## src/rtl/lsu_pkg.sv

```systemverilog
// rtl/lsu_pkg.sv - shared encodings and the alignment rule for the load/store unit
package lsu_pkg;

    localparam logic [1:0] SIZE_BYTE = 2'd0;
    localparam logic [1:0] SIZE_HALF = 2'd1;
    localparam logic [1:0] SIZE_WORD = 2'd2;

    // Mask bit set means the lane is left untouched.
    localparam logic [3:0] MASK_NONE = 4'hf;

    typedef enum logic [2:0] {
        ST_IDLE,
        ST_READ_WAIT,
        ST_WRITE,
        ST_WRITE_HOLD,
        ST_RESP
    } lsu_state_t;

    // High for a misaligned half/word or the reserved size code.
    function automatic logic access_error(input logic [1:0] size, input logic [1:0] offset);
        case (size)
            SIZE_BYTE: access_error = 1'b0;
            SIZE_HALF: access_error = offset[0];
            SIZE_WORD: access_error = |offset;
            default:   access_error = 1'b1;
        endcase
    endfunction

endpackage

```

## src/rtl/lsu_lane_align.sv

```systemverilog
// rtl/lsu_lane_align.sv - combinational lane steering for stores and extraction for loads
//
// Ports:
//   st_size, st_offset, st_data -> st_bus_data (lane-replicated), st_mask (1 = lane not written)
//   ld_size, ld_offset, ld_unsigned, ld_bus_data -> ld_result (extended load value)
module lsu_lane_align
    import lsu_pkg::*;
(
    input  logic [1:0]  st_size,
    input  logic [1:0]  st_offset,
    input  logic [31:0] st_data,
    output logic [31:0] st_bus_data,
    output logic [3:0]  st_mask,
    input  logic [1:0]  ld_size,
    input  logic [1:0]  ld_offset,
    input  logic        ld_unsigned,
    input  logic [31:0] ld_bus_data,
    output logic [31:0] ld_result
);

    logic [7:0]  ld_byte;
    logic [15:0] ld_half;

    always_comb begin
        st_bus_data = st_data;
        st_mask     = MASK_NONE;
        case (st_size)
            SIZE_BYTE: begin
                st_bus_data = {4{st_data[7:0]}};
                st_mask     = ~(4'b0001 << st_offset);
            end
            SIZE_HALF: begin
                st_bus_data = {2{st_data[15:0]}};
                st_mask     = st_offset[1] ? 4'b0011 : 4'b1100;
            end
            SIZE_WORD: begin
                st_bus_data = st_data;
                st_mask     = 4'b0000;
            end
            default: begin
                st_bus_data = st_data;
                st_mask     = MASK_NONE;
            end
        endcase
    end

    always_comb begin
        ld_byte = ld_bus_data[{ld_offset, 3'b000} +: 8];
        ld_half = ld_offset[1] ? ld_bus_data[31:16] : ld_bus_data[15:0];
        case (ld_size)
            SIZE_BYTE: ld_result = {{24{ld_byte[7] & ~ld_unsigned}}, ld_byte};
            SIZE_HALF: ld_result = {{16{ld_half[15] & ~ld_unsigned}}, ld_half};
            default:   ld_result = ld_bus_data;
        endcase
    end

endmodule

```

## src/rtl/load_store_unit.sv

```systemverilog
// rtl/load_store_unit.sv - single-outstanding byte/half/word load/store bridge to memory_bus
//
// Ports:
//   clk, reset (sync, active low)
//   req_valid/req_ready/req_write/req_size/req_unsigned/req_address/req_data : CPU request
//   resp_valid/resp_data/resp_error : one-cycle completion
//   bus_address/bus_data_out/bus_data_in/bus_write_mask/bus_enable/bus_write_enable : memory_bus
//   load_count/store_count/error_count : only when LSU_STATS_EN is defined
module load_store_unit
    import lsu_pkg::*;
#(
    parameter int READ_LATENCY = 1,
    parameter int WRITE_HOLD   = 1
) (
    input  logic        clk,
    input  logic        reset,
    input  logic        req_valid,
    output logic        req_ready,
    input  logic        req_write,
    input  logic [1:0]  req_size,
    input  logic        req_unsigned,
    input  logic [15:0] req_address,
    input  logic [31:0] req_data,
    output logic        resp_valid,
    output logic [31:0] resp_data,
    output logic        resp_error,
    output logic [15:0] bus_address,
    output logic [31:0] bus_data_out,
    input  logic [31:0] bus_data_in,
    output logic [3:0]  bus_write_mask,
    output logic        bus_enable,
    output logic        bus_write_enable
`ifdef LSU_STATS_EN
    ,
    output logic [15:0] load_count,
    output logic [15:0] store_count,
    output logic [7:0]  error_count
`endif
);

    localparam logic [2:0] RL_CNT = 3'(READ_LATENCY);
    localparam logic [2:0] WH_CNT = 3'(WRITE_HOLD);

    lsu_state_t  state_q, state_d;
    logic        write_q, unsigned_q, error_q;
    logic [1:0]  size_q, offset_q;
    logic [2:0]  cnt_q;
    logic [31:0] rdata_q;
    logic [3:0]  mask_q;
    logic [31:0] st_bus_data, ld_result;
    logic [3:0]  st_mask;
    logic        req_error;

    assign req_error = access_error(req_size, req_address[1:0]);

    lsu_lane_align u_align (
        .st_size     (req_size),
        .st_offset   (req_address[1:0]),
        .st_data     (req_data),
        .st_bus_data (st_bus_data),
        .st_mask     (st_mask),
        .ld_size     (size_q),
        .ld_offset   (offset_q),
        .ld_unsigned (unsigned_q),
        .ld_bus_data (bus_data_in),
        .ld_result   (ld_result)
    );

    always_comb begin
        state_d = state_q;
        case (state_q)
            ST_IDLE: begin
                if (req_valid) begin
                    if (req_error)      state_d = ST_RESP;
                    else if (req_write) state_d = ST_WRITE;
                    else                state_d = ST_READ_WAIT;
                end
            end
            ST_READ_WAIT:  if (cnt_q == 3'd1) state_d = ST_RESP;
            ST_WRITE:      state_d = (WH_CNT == 3'd0) ? ST_RESP : ST_WRITE_HOLD;
            ST_WRITE_HOLD: if (cnt_q == 3'd1) state_d = ST_RESP;
            ST_RESP:       state_d = ST_IDLE;
            default:       state_d = ST_IDLE;
        endcase
    end

    always_ff @(posedge clk) begin
        if (!reset) begin
            state_q      <= ST_IDLE;
            write_q      <= 1'b0;
            unsigned_q   <= 1'b0;
            error_q      <= 1'b0;
            size_q       <= SIZE_BYTE;
            offset_q     <= 2'd0;
            cnt_q        <= 3'd0;
            rdata_q      <= 32'd0;
            mask_q       <= MASK_NONE;
            bus_address  <= 16'd0;
            bus_data_out <= 32'd0;
        end else begin
            state_q <= state_d;
            case (state_q)
                ST_IDLE: begin
                    if (req_valid) begin
                        write_q    <= req_write;
                        unsigned_q <= req_unsigned;
                        size_q     <= req_size;
                        offset_q   <= req_address[1:0];
                        error_q    <= req_error;
                        rdata_q    <= 32'd0;
                        // Rejected requests leave every bus signal untouched.
                        if (!req_error) begin
                            bus_address <= {req_address[15:2], 2'b00};
                            if (req_write) begin
                                bus_data_out <= st_bus_data;
                                mask_q       <= st_mask;
                                cnt_q        <= WH_CNT;
                            end else begin
                                cnt_q <= RL_CNT;
                            end
                        end
                    end
                end
                // The counter would hit zero on this edge: the bus word is valid now.
                ST_READ_WAIT: begin
                    if (cnt_q == 3'd1) rdata_q <= ld_result;
                    else               cnt_q   <= cnt_q - 3'd1;
                end
                ST_WRITE_HOLD: begin
                    if (cnt_q != 3'd1) cnt_q <= cnt_q - 3'd1;
                end
                default: ;
            endcase
        end
    end

`ifdef LSU_STATS_EN
    always_ff @(posedge clk) begin
        if (!reset) begin
            load_count  <= 16'd0;
            store_count <= 16'd0;
            error_count <= 8'd0;
        end else if (state_q == ST_RESP) begin
            if (error_q) begin
                if (error_count != 8'hff) error_count <= error_count + 8'd1;
            end else if (write_q) begin
                if (store_count != 16'hffff) store_count <= store_count + 16'd1;
            end else begin
                if (load_count != 16'hffff) load_count <= load_count + 16'd1;
            end
        end
    end
`endif

    assign req_ready        = (state_q == ST_IDLE);
    assign resp_valid       = (state_q == ST_RESP);
    assign resp_data        = resp_valid ? rdata_q : 32'd0;
    assign resp_error       = resp_valid & error_q;
    assign bus_enable       = (state_q == ST_READ_WAIT) || (state_q == ST_WRITE) ||
                              (state_q == ST_WRITE_HOLD);
    assign bus_write_enable = (state_q == ST_WRITE);
    assign bus_write_mask   = ((state_q == ST_WRITE) || (state_q == ST_WRITE_HOLD)) ?
                              mask_q : MASK_NONE;

endmodule
```

## config.mk

```make
export PLATFORM = sky130hd
export DESIGN_NAME = load_store_unit
export DESIGN_NICKNAME = d
export VERILOG_FILES = /design/src/rtl/lsu_pkg.sv /design/src/rtl/lsu_lane_align.sv /design/src/rtl/load_store_unit.sv
export SDC_FILE = /design/constraint.sdc
export NUM_CORES = 1
export LEC_CHECK = 0
export CORE_MARGIN = 2
export CORE_UTILIZATION = 30
export DETAILED_ROUTE_END_ITERATION = 16
export GPL_TIMING_DRIVEN = 0
export PLACE_DENSITY = 0.59
export SETUP_SLACK_MARGIN = 0.4
export SLEW_MARGIN = 30
export SYNTH_ARGS = -nofsm -noshare
export SYNTH_HDL_FRONTEND = slang
export SYNTH_SLANG_ARGS = --single-unit
export TNS_END_PERCENT = 20
```

## constraint.sdc

```tcl
create_clock -name clk -period 4.2 [get_ports clk]
set_input_delay 0.84 -clock clk [delete_from_list [all_inputs] [get_ports clk]]
set_output_delay 0.84 -clock clk [all_outputs]
set_load 0.01 [all_outputs]
```

==> impl_metrics.prom <==
# TYPE chip_impl_metric gauge
chip_impl_metric{name="pwr-share-comb",unit=""} 0.256
chip_impl_metric{name="die_width",unit="microns"} 131.5
chip_impl_metric{name="dieHeight",unit="microns"} 131.5
chip_impl_info{name="layout.cells.most_common_list",value="170 x sky130_fd_sc_hd__clkdlybuf4s50_1, 94 x sky130_fd_sc_hd__dfxtp_1, 60 x sky130_fd_sc_hd__a21oi_1, 53 x sky130_fd_sc_hd__o21ai_0, 38 x sky130_fd_sc_hd__nand2_1"} 1
chip_impl_metric{name="drv.max_cap_violation_count",unit=""} 0
chip_impl_metric{name="p_sw_frac",unit=""} 0.2951
chip_impl_metric{name="core-area",unit="sq um"} 15890
chip_impl_metric{name="worst_setup_hold_path_clk_slew",unit="ns"} 0.07
chip_impl_metric{name="post_synthesis_instance_area",unit="sq um"} 4876
chip_impl_metric{name="p_per_area",unit="nW/um^2"} 359.6
chip_impl_metric{name="dp_hpwl",unit="mm"} 13.91
chip_impl_metric{name="cts_inserted_buffers",unit=""} 9
chip_impl_metric{name="arrival",unit="ns"} 2.55
chip_impl_metric{name="clock_sinks",unit=""} 94
chip_impl_metric{name="max_h_tree_level",unit=""} 3
chip_impl_info{name="timing.setup.critical_path_class",value="reg2out"} 1
chip_impl_info{name="r2r_end",value="rdata_q[24]"} 1
chip_impl_metric{name="worstPathRequired",unit="ns"} 3.36
chip_impl_metric{name="final_area",unit="sq um"} 7199
chip_impl_metric{name="synth.ff_latch_count",unit=""} 94
chip_impl_metric{name="worst_clock_skew",unit="ns"} 0.008702
chip_impl_metric{name="final.setup.tns",unit="ns"} 0
chip_impl_info{name="timing.hold.worst_endpoint",value="rdata_q[29]"} 1
chip_impl_metric{name="peakVddDrop",unit="uV"} 212.1
chip_impl_metric{name="yosys_warnings",unit=""} 0
chip_impl_metric{name="report.final.slew_viol_count",unit=""} 0
chip_impl_metric{name="via_per_inst",unit=""} 5.242
chip_impl_metric{name="seq_power_share",unit=""} 0.374
chip_impl_metric{name="nets",unit=""} 831
chip_impl_metric{name="flow.area_growth_from_synthesis",unit="%"} 47.65
chip_impl_metric{name="period_share",unit=""} 0.8076
chip_impl_metric{name="timing.max_slew.rel_slack",unit=""} 0.4614
chip_impl_metric{name="place_area",unit="sq um"} 6852
chip_impl_metric{name="p_leak",unit="nW"} 2.680
chip_impl_info{name="worstPathCellList",value="buf_2 > nor2_1 > clkbuf_1 > and3_1 > clkdlybuf4s50_1"} 1
chip_impl_metric{name="critical-path-max-stage-delay",unit="ns"} 0.55
chip_impl_metric{name="max_clock_freq",unit="MHz"} 294.8
chip_impl_metric{name="gate_count_of_the_mapped_netlist",unit=""} 560
chip_impl_metric{name="reg2reg_slack",unit="ns"} 2.30
chip_impl_metric{name="async_flop_share",unit=""} 0
chip_impl_metric{name="number_of_placed_i_o_pins",unit=""} 176
chip_impl_metric{name="drtAntennaViolNets",unit=""} 0
chip_impl_metric{name="final_weighted_congestion_in_routability_driven_placement",unit=""} 0.9088
chip_impl_metric{name="clk_latency",unit="ns"} 0.35
chip_impl_metric{name="timing_worst_slew_pin_value",unit="ns"} 0.8080
chip_impl_metric{name="cellInternalPower",unit="W"} 0.001825
chip_impl_metric{name="post_route_cells_drive_above_1_share",unit=""} 0.09371
chip_impl_info{name="hp-start",value="rdata_q[29]"} 1
chip_impl_metric{name="synth-edff-count",unit=""} 0
chip_impl_metric{name="via_count_of_the_first_global_routing_pass",unit=""} 5136
chip_impl_metric{name="grt_max_degree",unit=""} 16
chip_impl_info{name="root_buffer_cell",value="sky130_fd_sc_hd__clkbuf_16"} 1
chip_impl_info{name="grt_setup_unrepaired",value="no"} 1
chip_impl_info{name="rr_startpoint",value="cnt_q[0]"} 1
chip_impl_metric{name="route.final.wire_length",unit="mm"} 18.05
chip_impl_metric{name="hold_path_depth",unit=""} 1
chip_impl_metric{name="yosysSeqAreaShare",unit=""} 0.3859
chip_impl_metric{name="post-cts-setup-buffers",unit=""} 0
chip_impl_metric{name="share_clk_of_total_power",unit=""} 0.370
chip_impl_info{name="outcome",value="complete, no violations"} 1
chip_impl_metric{name="area_enclosed_by_the_die_boundary",unit="sq um"} 17290
chip_impl_metric{name="route.detailed.drc",unit=""} 0
chip_impl_metric{name="worst-path-max-fanout",unit=""} 10
chip_impl_info{name="worst_hold_path_type",value="reg2reg"} 1
chip_impl_metric{name="avgSynthCellArea",unit="sq um"} 8.707
chip_impl_metric{name="grt_first_pass_wirelength",unit="mm"} 27.63
chip_impl_metric{name="detailedRoute.firstPassIterationCount",unit=""} 6
chip_impl_metric{name="row_count",unit=""} 46
chip_impl_info{name="crit_path_start_kind",value="flip-flop"} 1
chip_impl_metric{name="min_period",unit="ns"} 3.392
chip_impl_metric{name="num_antenna_cells",unit=""} 0
chip_impl_metric{name="number_of_drc_markers_in_iteration_0",unit=""} 291
chip_impl_metric{name="track_usage",unit=""} 0.2020
chip_impl_metric{name="p_sw",unit="W"} 0.0007639
chip_impl_info{name="synth_top_flop_cell",value="sky130_fd_sc_hd__dfxtp_1"} 1
chip_impl_info{name="layout.cells.most_common",value="sky130_fd_sc_hd__clkdlybuf4s50_1"} 1
chip_impl_metric{name="post_cts_resize_count",unit=""} 0
chip_impl_metric{name="timing.reg2reg.worst_path_depth",unit=""} 6
chip_impl_metric{name="timing_hold_violations_final",unit=""} 0
chip_impl_metric{name="cts_hold_repair.buffers",unit=""} 0
chip_impl_info{name="tritoncts",value="built"} 1
chip_impl_info{name="slowest_stage",value="sky130_fd_sc_hd__nor2_1"} 1
chip_impl_metric{name="number_of_antenna_violations_at_the_first_check_in_global_routing",unit=""} 0
chip_impl_metric{name="netlist-cell-type-count",unit=""} 49
chip_impl_metric{name="setup_viol",unit=""} 0
chip_impl_info{name="critPathCaptureType",value="output pin"} 1
chip_impl_metric{name="start_util",unit=""} 0.3069
chip_impl_metric{name="clk_path_buf_depth",unit=""} 2
chip_impl_metric{name="dr_total_vias",unit=""} 5048
chip_impl_metric{name="overflow",unit=""} 0
chip_impl_metric{name="wl_per_cell",unit="microns"} 18.74
chip_impl_metric{name="port-buffer-count",unit=""} 170
==> how the worst max path moves through the flow <==
stage / from / end / cells past startpoint
final: state_q[1] / resp_data[7] / 5
after global routing: state_q[1] / resp_data[29] / 5
after CTS: state_q[1] / resp_data[24] / 5
after detailed placement: state_q[1] / resp_data[7] / 5
after global placement: state_q[1] / resp_data[7] / 5
after floorplan: req_size[0] / bus_data_out[10] / 7
==> stage by stage <==
stage | worst slack (ns) | power (W) | instances | util | hold WS [ns]
after CTS | 0.7871 | 0.002597 | 963 | 0.4532 | 0.4629
after global routing | 0.6835 | 0.002690 | 963 | 0.4532 | 0.4740
after global placement | 1.191 | 0.001634 | 947 | 0.4313 | 0.4397
after detailed placement | 1.171 | 0.001646 | 947 | 0.4313 | 0.4441
final | 0.8082 | 0.002589 | 963 | 0.4532 | 0.4563
after floorplan | 2.115 | 0.001353 | 561 | - | 0.4243
==> critical path, delay by kind of cell (launching register included) <==
kind | cells | cell delay (ns)
flops | 1 | 0.29
buf+inv | 3 | 1.10
simple gates | 2 | 0.80
==> area by class of cell <==
| class | count | area, sq um |
|---|---|---|
| tap | 216 | 270.3 |
| timing repair buffer | 170 | 1702 |
| sequential | 94 | 1882 |
| clock buffer | 10 | 239.0 |
| inverter | 6 | 22.52 |
| clock inverter | 6 | 108.9 |
| fill | 1575 | 8686 |
| multi-input combinational | 399 | 2669 |
| buffer | 62 | 306.5 |
==> Yosys cell counts (11+ instances only) <==
library cell | count | area share
sky130_fd_sc_hd__a21oi_1 | 60 | 0.062
sky130_fd_sc_hd__and3_1 | 34 | 0.044
sky130_fd_sc_hd__buf_2 | 20 | 0.021
sky130_fd_sc_hd__clkbuf_1 | 31 | 0.024
sky130_fd_sc_hd__dfxtp_1 | 94 | 0.39
sky130_fd_sc_hd__mux2i_1 | 36 | 0.074
sky130_fd_sc_hd__nand2_1 | 38 | 0.029
sky130_fd_sc_hd__nand2b_1 | 11 | 0.014
sky130_fd_sc_hd__nand3_1 | 17 | 0.017
sky130_fd_sc_hd__nand4_1 | 17 | 0.022
sky130_fd_sc_hd__nor2b_1 | 11 | 0.014
sky130_fd_sc_hd__o21ai_0 | 53 | 0.054
sky130_fd_sc_hd__o2bb2ai_1 | 18 | 0.032
==> registers in the layout (all words and copies together), names as in the netlist, 2 cells and up <==
signal	count
cnt_q	3
bus_address	14
bus_data_out	32
state_q	3
rdata_q	32
mask_q	4
size_q	2
offset_q	2
==> power by group through the flow <==
stage,sequential (W),combinational [W],clock [W]
after CTS,0.000969,0.000661,0.000967
after global routing,0.000974,0.000717,0.000999
after global placement,0.000988,0.000646,0
after floorplan,0.000995,0.000358,0
after detailed placement,0.000988,0.000658,0
final,0.000969,0.000662,0.000957
==> cell families (layout without fill, tap and decap cells) <==
| family | Yosys count | in the layout | synth area share |
|---|---|---|---|
| flip-flops | 94 | 94 | 0.3859 |
| other | 1 | 2 | 0.0007691 |
| XOR/XNOR | 1 | 1 | 0.001797 |
| AO/OA/AOI/OAI | 190 | 190 | 0.2623 |
| AND/OR/NAND/NOR | 161 | 161 | 0.1866 |
| multiplexers | 43 | 43 | 0.09007 |
| buffers and inverters | 68 | 254 | 0.06749 |
| adder cells (fa/ha/maj) | 2 | 2 | 0.005131 |
==> per-layer routing <==
metal  vias to the layer above  part of all wire  global-route usage  wire (microns)
met5                         -                 0                   0               0
met4                         0             0.035             0.09541             639
met3                        45             0.067             0.05015            1215
met2                       225              0.46              0.3330            8279
met1                      2337              0.44              0.2466            7915
li1                       2441                 -                   -               -
Note: power is estimated with default switching activity, not from simulation.
